$ cat config.mk
export PLATFORM = sky130hd
export DESIGN_NAME = serial_ripple_subtractor_flat
export DESIGN_NICKNAME = d
export VERILOG_FILES = /design/src/rtl/serial_ripple_subtractor_if.sv /design/src/rtl/serial_ripple_subtractor.sv /design/src/flat_wrapper.sv
export SDC_FILE = /design/constraint.sdc
export NUM_CORES = 1
export LEC_CHECK = 0
export CAP_MARGIN = 15
export CORE_MARGIN = 1
export CORE_UTILIZATION = 49
export DETAILED_ROUTE_END_ITERATION = 7
export PLACE_DENSITY = 0.76
export REMOVE_ABC_BUFFERS = 1
export SYNTH_ARGS = -nofsm -noshare
export SYNTH_HDL_FRONTEND = slang
export SYNTH_SLANG_ARGS = --single-unit
$ cat constraint.sdc
create_clock -name clk -period 1.7 [get_ports clk]
set_input_delay 0.51 -clock clk [delete_from_list [all_inputs] [get_ports clk]]
set_output_delay 0.51 -clock clk [all_outputs]
set_load 0.1 [all_outputs]
$ cat src/rtl/serial_ripple_subtractor_if.sv
// Start/busy/done bus for the bit-serial subtractor.
//   start : request, sampled by the subtractor only while idle
//   a, b  : minuend / subtrahend, captured with an accepted start
//   bi    : borrow-in, captured with an accepted start
//   busy  : high while bits are being processed
//   done  : one-cycle pulse when d/bo take a new result
//   d, bo : difference and borrow-out, held between results
// master drives the request side, slave is the subtractor.
interface serial_ripple_subtractor_if #(
  parameter int unsigned WIDTH = 4
);
  logic             start;
  logic [WIDTH-1:0] a;
  logic [WIDTH-1:0] b;
  logic             bi;
  logic             busy;
  logic             done;
  logic [WIDTH-1:0] d;
  logic             bo;

  modport master (
    output start, a, b, bi,
    input  busy, done, d, bo
  );

  modport slave (
    input  start, a, b, bi,
    output busy, done, d, bo
  );
endinterface

$ cat src/rtl/serial_ripple_subtractor.sv
// Bit-serial subtractor: d = a - b - bi (mod 2^WIDTH), bo = borrow-out.
// One bit is processed per clock, LSB first, through a registered
// full-subtractor cell.
// Ports:
//   clk : rising-edge clock
//   rst : synchronous, active-high reset
//   bus : slave side of serial_ripple_subtractor_if (start/a/b/bi in,
//         busy/done/d/bo out)
module serial_ripple_subtractor #(
  parameter int unsigned WIDTH = 4
) (
  input logic                     clk,
  input logic                     rst,
  serial_ripple_subtractor_if.slave bus
);

  localparam int unsigned CntW = $clog2(WIDTH) + 1;
  localparam logic [CntW-1:0] LastBit = CntW'(WIDTH - 1);

  typedef enum logic [1:0] {StIdle, StRun, StDone} state_e;

  state_e           state_q, state_d;
  logic [WIDTH-1:0] a_q, a_d;
  logic [WIDTH-1:0] b_q, b_d;
  logic             brw_q, brw_d;
  logic [CntW-1:0]  cnt_q, cnt_d;
  // Working result; d_q only changes on the completing edge so the
  // previous result stays visible during RUN.
  logic [WIDTH-1:0] work_q, work_d;
  logic [WIDTH-1:0] d_q, d_d;
  logic             bo_q, bo_d;

  logic             ai, bj, diff, brw_next;
  logic [WIDTH-1:0] work_shift;

  always_ff @(posedge clk) begin
    if (rst) begin
      state_q <= StIdle;
      a_q     <= '0;
      b_q     <= '0;
      brw_q   <= 1'b0;
      cnt_q   <= '0;
      work_q  <= '0;
      d_q     <= '0;
      bo_q    <= 1'b0;
    end else begin
      state_q <= state_d;
      a_q     <= a_d;
      b_q     <= b_d;
      brw_q   <= brw_d;
      cnt_q   <= cnt_d;
      work_q  <= work_d;
      d_q     <= d_d;
      bo_q    <= bo_d;
    end
  end

  always_comb begin
    state_d = state_q;
    a_d     = a_q;
    b_d     = b_q;
    brw_d   = brw_q;
    cnt_d   = cnt_q;
    work_d  = work_q;
    d_d     = d_q;
    bo_d    = bo_q;

    // Full-subtractor cell on the operand LSBs.
    ai       = a_q[0];
    bj       = b_q[0];
    diff     = ai ^ bj ^ brw_q;
    brw_next = (~ai & bj) | (~(ai ^ bj) & brw_q);

    // Difference bit enters at the MSB; after WIDTH shifts bit 0 is at the LSB.
    work_shift            = work_q >> 1;
    work_shift[WIDTH-1]   = diff;

    unique case (state_q)
      StIdle: begin
        if (bus.start) begin
          a_d     = bus.a;
          b_d     = bus.b;
          brw_d   = bus.bi;
          cnt_d   = '0;
          work_d  = '0;
          state_d = StRun;
        end
      end
      StRun: begin
        a_d    = a_q >> 1;
        b_d    = b_q >> 1;
        brw_d  = brw_next;
        work_d = work_shift;
        cnt_d  = cnt_q + CntW'(1);
        if (cnt_q == LastBit) begin
          d_d     = work_shift;
          bo_d    = brw_next;
          state_d = StDone;
        end
      end
      StDone: begin
        state_d = StIdle;
      end
      default: begin
        state_d = StIdle;
      end
    endcase
  end

  assign bus.busy = (state_q == StRun);
  assign bus.done = (state_q == StDone);
  assign bus.d    = d_q;
  assign bus.bo   = bo_q;

endmodule

$ cat src/flat_wrapper.sv
// flat-port wrapper written by rule: the top's interface ports become plain ports
module serial_ripple_subtractor_flat 
#(
  parameter int unsigned WIDTH = 4
)
  (clk, rst, bus_start, bus_a, bus_b, bus_bi, bus_busy, bus_done, bus_d, bus_bo);
  serial_ripple_subtractor_if #(.WIDTH(WIDTH)) bus_i ();
  input logic clk;
  input logic rst;
  input wire logic [$bits(bus_i.start)-1:0] bus_start;
  input wire logic [$bits(bus_i.a)-1:0] bus_a;
  input wire logic [$bits(bus_i.b)-1:0] bus_b;
  input wire logic [$bits(bus_i.bi)-1:0] bus_bi;
  output wire logic [$bits(bus_i.busy)-1:0] bus_busy;
  output wire logic [$bits(bus_i.done)-1:0] bus_done;
  output wire logic [$bits(bus_i.d)-1:0] bus_d;
  output wire logic [$bits(bus_i.bo)-1:0] bus_bo;
  assign bus_i.start = bus_start;
  assign bus_i.a = bus_a;
  assign bus_i.b = bus_b;
  assign bus_i.bi = bus_bi;
  assign bus_busy = bus_i.busy;
  assign bus_done = bus_i.done;
  assign bus_d = bus_i.d;
  assign bus_bo = bus_i.bo;
  serial_ripple_subtractor #(.WIDTH(WIDTH)) u_core (.clk(clk), .rst(rst), .bus(bus_i));
endmodule
== After elaboration in Yosys (flattened, before gate mapping) ==
Index checks and enable logic that the tools add are counted.
Widths: inputs -> output; s select.

* Register bits after elaboration: 23
* Word-level logic and storage cells: 39
* Bits of input ports: 12
* Output and inout bits: 7

* Equality and inequality tests: 5
* Muxes and demuxes: 13
* Add/sub/neg operators: 1
* Reductions and logical operators: 5
* Bitwise logic cells: 7

{| class="wikitable"
|+ Operator list
! operator !! number
|-
| $pmux 4 s2 || 3
|-
| $mux 4 || 3
|-
| $pmux 3 s2 || 1
|-
| $reduce_and 2->1 || 3
|-
| $mux 2 || 2
|-
| $pmux 2 s2 || 1
|-
| $add 3x1->3 const B || 1
|-
| $eq 3x2->1 const B || 1
|-
| $mux 3 || 1
|-
| $and 1x1->1 || 2
|-
| $eq 2x1->1 const B || 1
|-
| $eq 2x2->1 const B || 1
|-
| $logic_not 2->1 || 1
|-
| $ne 2x1->1 const B || 1
|-
| $ne 2x2->1 const B || 1
|-
| $not 1->1 || 2
|-
| $pmux 1 s2 || 1
|-
| $reduce_bool 2->1 || 1
|-
| $xor 1x1->1 || 2
|-
| $mux 1 || 1
|-
| $or 1x1->1 || 1
|}

== Depth between registers and ports, before layout ==
* Depth after elaboration: 5
* Depth in mapped cells: 5
* Depth with buffers taken out: 5

== Worst setup path before layout ==
OpenSTA, ideal clock, no wires.

* Kind: register -> output
* Start: reg u_core.state_q[0]
* End: out bus_done
* Cell stages (with the launch flop): 4
* Slack: -694 ps
* Buffers on the path: 2
* Arrival: 1884 ps
* Data required time: 1190 ps
* Cells stage by stage: dfxtp_1 > buf_6 > buf_6 > nor2b_1

* Longest elaborated chain between the ends: 1

{| class="wikitable"
|+ Ends and longest elaborated chain
! item !! line !! text
|-
| from (decl) || serial_ripple_subtractor.sv:22 || <nowiki>state_e state_q, state_d;</nowiki>
|-
| from (signal assigned) || serial_ripple_subtractor.sv:38 || <nowiki>state_q <= StIdle;</nowiki>
|-
| from (signal assigned) || serial_ripple_subtractor.sv:47 || <nowiki>state_q <= state_d;</nowiki>
|-
| $eq 2x2->1 || serial_ripple_subtractor.sv:111 || <nowiki>assign bus.done = (state_q == StDone);</nowiki>
|-
| to (decl) || flat_wrapper.sv:15 || <nowiki>output wire logic [$bits(bus_i.done)-1:0] bus_done;</nowiki>
|}

Every way passes these cells.

== Final worst setup path ==
* Start: reg u_core.state_q[1]
* End: out bus_done

The elaborated chain is that of the path after synthesis.

==> results.sh <==
export IMPL_vias=713
export IMPL_via_count_of_the_first_global_routing_pass=580
export IMPL_drt_iter0_drc=18
export IMPL_timing_critical_path_from_type="register"
export IMPL_count_of_different_cell_masters_after_synthesis=23
export IMPL_timing_final_max_slew_violations=0
export IMPL_dieArea_um2=2180
export IMPL_min_to="u_core.bus.d[1]"
export IMPL_timing_reg2reg_worst_path_depth=5
export IMPL_proportion_of_layout_cells_with_a_drive_suffix_above_1_pct=22.4
export IMPL_max_slew_margin_pct=76.4
export IMPL_critical_path_reg2reg_endpoint="u_core.bus.bo"
export IMPL_cp_slowest_cell="sky130_fd_sc_hd__dfxtp_4"
export IMPL_run_status="completed"
export IMPL_grt_max_degree=23
export IMPL_gate_family_responsible_for_the_most_delay_along_the_worst_path="flip-flops"
export IMPL_timing_hold_violations_final=0
export IMPL_fin_crit_ns=1.63
export IMPL_drc=0
export IMPL_clock_path_buffers=2
export IMPL_final_critical_path_setup_slack_ns=0.0749
export IMPL_mostFrequentLayoutCell="sky130_fd_sc_hd__dfxtp_1"
export IMPL_clock_tree_root_cell="sky130_fd_sc_hd__clkbuf_4"
export IMPL_syn_cell_area_um2=981
export IMPL_critical_path_class="reg2out"
export IMPL_whs_path_depth=2
export IMPL_clock_tree_skew_after_final_layout_ns=0.00560
export IMPL_fp_dieH_um=46.7
export IMPL_critical_path_endpoint_type="primary output"
export IMPL_cts_tree="built"
export IMPL_power_ir_vdd_worst_mv=0.514
export IMPL_final_net_count=132
export IMPL_routedWlPerCell_um=11.7
export IMPL_leftover_overflow_at_the_end_of_global_routing=0
export IMPL_tns_ns=0
export IMPL_finalWirelength_um=1650
export IMPL_ioPinCount=19
export IMPL_multiInputGateArea_um2=472
export IMPL_top_library_cells_by_usage_in_the_layout_fill_and_taps_aside="sky130_fd_sc_hd__dfxtp_1, sky130_fd_sc_hd__nor2_1, sky130_fd_sc_hd__clkdlybuf4s50_1"
export IMPL_crit_path_cell_trace="nor2b_2 -> buf_12"
export IMPL_reg2reg_slack_ns=0.29
export IMPL_critPathBufInv=1
export IMPL_synth_ff_latch_count=22
export IMPL_port_buffers=18
export IMPL_firstDrtPassIters=4
export IMPL_ys_seq_area_share_pct=44.9
export IMPL_crit_reg2reg_launch="u_core.cnt_q[0]"
export IMPL_postCtsHoldBufs=0
export IMPL_timing_max_cap_violations=0
export IMPL_worstPathRequired_ns=1.19
export IMPL_finalPower_uw=1000
export IMPL_fmaxAchievable_ghz=0.615
export IMPL_syn_area_per_cell_um2=10.0
export IMPL_placeableCoreArea_um2=1800
export IMPL_final_hold_worst_slack_ns=0.489
export IMPL_critical_path_max_fanout=10
export IMPL_finalSetupViolations=0
export IMPL_min_from="u_core.work_q[2]"
export IMPL_path_clk_slew_ns=0.12
export IMPL_worstSkewPairLatency_ns=0.30
export IMPL_synth_yosys_warnings=0
export IMPL_ant_nets=0
export IMPL_cts_max_level=1
export IMPL_fp_row_count=15
export IMPL_groute_usage_overall_pct=18.0
export IMPL_post_drt_via_cell_ratio=5.06
export IMPL_routabilityCongestion=0.704
export IMPL_worstPathArrival_ns=1.12
export IMPL_fillCellCount=141
export IMPL_fin_crit_share_pct=95.6
export IMPL_start_util_pct=54.4
export IMPL_clock_sink_count=22
export IMPL_worst_pin_slew_ns=0.348
export IMPL_num_antenna_cells=0
export IMPL_crit_path_max_incr_delay_ns=0.43
export IMPL_die_width_um=46.7
export IMPL_unrepaired_setup_endpoints_after_global_routing="false"
export IMPL_grt_antenna_before_repair=0
export IMPL_power_leakage_uw=0.000499
export IMPL_grt_first_pass_wirelength_um=2730
export IMPL_cts_buffers=3
export IMPL_syn_inst=98
export IMPL_p_per_area_nw_per_um2=778
export IMPL_syn2layout_area_growth_pct=31.2
export IMPL_post_dp_hpwl_um=1210
export IMPL_worstHoldPathType="reg2reg"
export IMPL_register_area_um2=444
export IMPL_minimum_setup_slack_after_placement_ns=-0.0226
==> kinds of logic (layout without fill, tap and decap cells) <==
family          Yosys count  after routing  synth area share [%]
mux                       6              6                  6.12
compound gates           20             20                  17.1
simple gates             35             35                  19.3
flops                    22             22                  44.9
fa+ha+maj                 3              3                  4.59
buf+inv                  12             30                  8.04
==> final cells by class <==
class / instances / area share (%)
timing repair buffer: 21 / 22.2
inverter: 5 / 1.46
multi-input combinational: 64 / 36.6
clock buffer: 4 / 2.82
sequential: 22 / 34.5
tap: 25 / 2.43
==> state kept, by name, indices dropped and copies added, names as in the netlist <==
signal / count
u_core.bus.bo: 1
u_core.a_q: 4
u_core.work_q: 3
u_core.cnt_q: 3
u_core.state_q: 2
u_core.b_q: 4
u_core.bus.d: 4
u_core.brw_q: 1
==> worst max path at each step <==
stage / startpoint / endpoint / slack [ns] / cells past startpoint
final: u_core.state_q[1] / bus_done / 0.07 / 2
after global routing: u_core.state_q[1] / bus_done / 0.02 / 2
after CTS: u_core.state_q[1] / bus_done / 0.04 / 2
after detailed placement: bus_start / u_core.brw_q / -0.02 / 4
after global placement: bus_start / u_core.a_q[1] / 0.06 / 4
after floorplan: u_core.state_q[0] / bus_busy / -1.17 / 1
==> power breakdown <==
group	internal (µW)	leakage, µW	switching [µW]
combinational	83.9	0.000297	85.9
sequential	539	0.000181	16.5
clock	130	0.0000210	146
==> stage by stage <==
stage / utilization [%] / std cells / cell area [µm²]
CTS: 71.0 / 141 / 1280
global route: 71.5 / 141 / 1290
global placement: 68.7 / 137 / 1240
finish: 71.5 / 141 / 1290
detailed placement: 68.7 / 137 / 1240
floorplan: - / 91 / 921
==> synth_stat cells (all sizes together) <==
master  count  share of area, %
dfxtp      22                45
nor2       17               7.0
a211oi      7               6.9
a22oi       7               5.4
mux2i       6               6.1
buf         5               5.4
inv         5               1.9
a21oi       4               2.0
nand2       4               1.5
nand3       4               2.0
nor3b       3               2.3
clkbuf      2              0.77
ha          2               2.6
nor2b       2               1.3
nor4        2               2.6
nor4b       2               1.8
fa          1               2.0
nand3b      1              0.77
o21ba       1               1.7
o21bai      1               1.1
==> routing by layer <==
metal	routed length, µm	share of wire (%)	global-route usage, %
met4	21	1.3	8.57
met2	753	46	24.7
met3	51	3.1	3.46
met5	0	0	0
met1	822	50	26.8
==> timing repair <==
action                                 4_1_cts  5_1_grt
pin swaps                                    0        0
resized for setup                            3        2
buffers inserted                             0        0
setup endpoints to repair                    2        2
endpoints found under the hold margin        0        0
==> tightest hold or removal path, stage by stage (launching register included) <==
cell and delay (ns):
sky130_fd_sc_hd__dfxtp_1 0.34, sky130_fd_sc_hd__nand3_1 0.06, sky130_fd_sc_hd__a21oi_1 0.05
(Power assumes the default switching activity.)
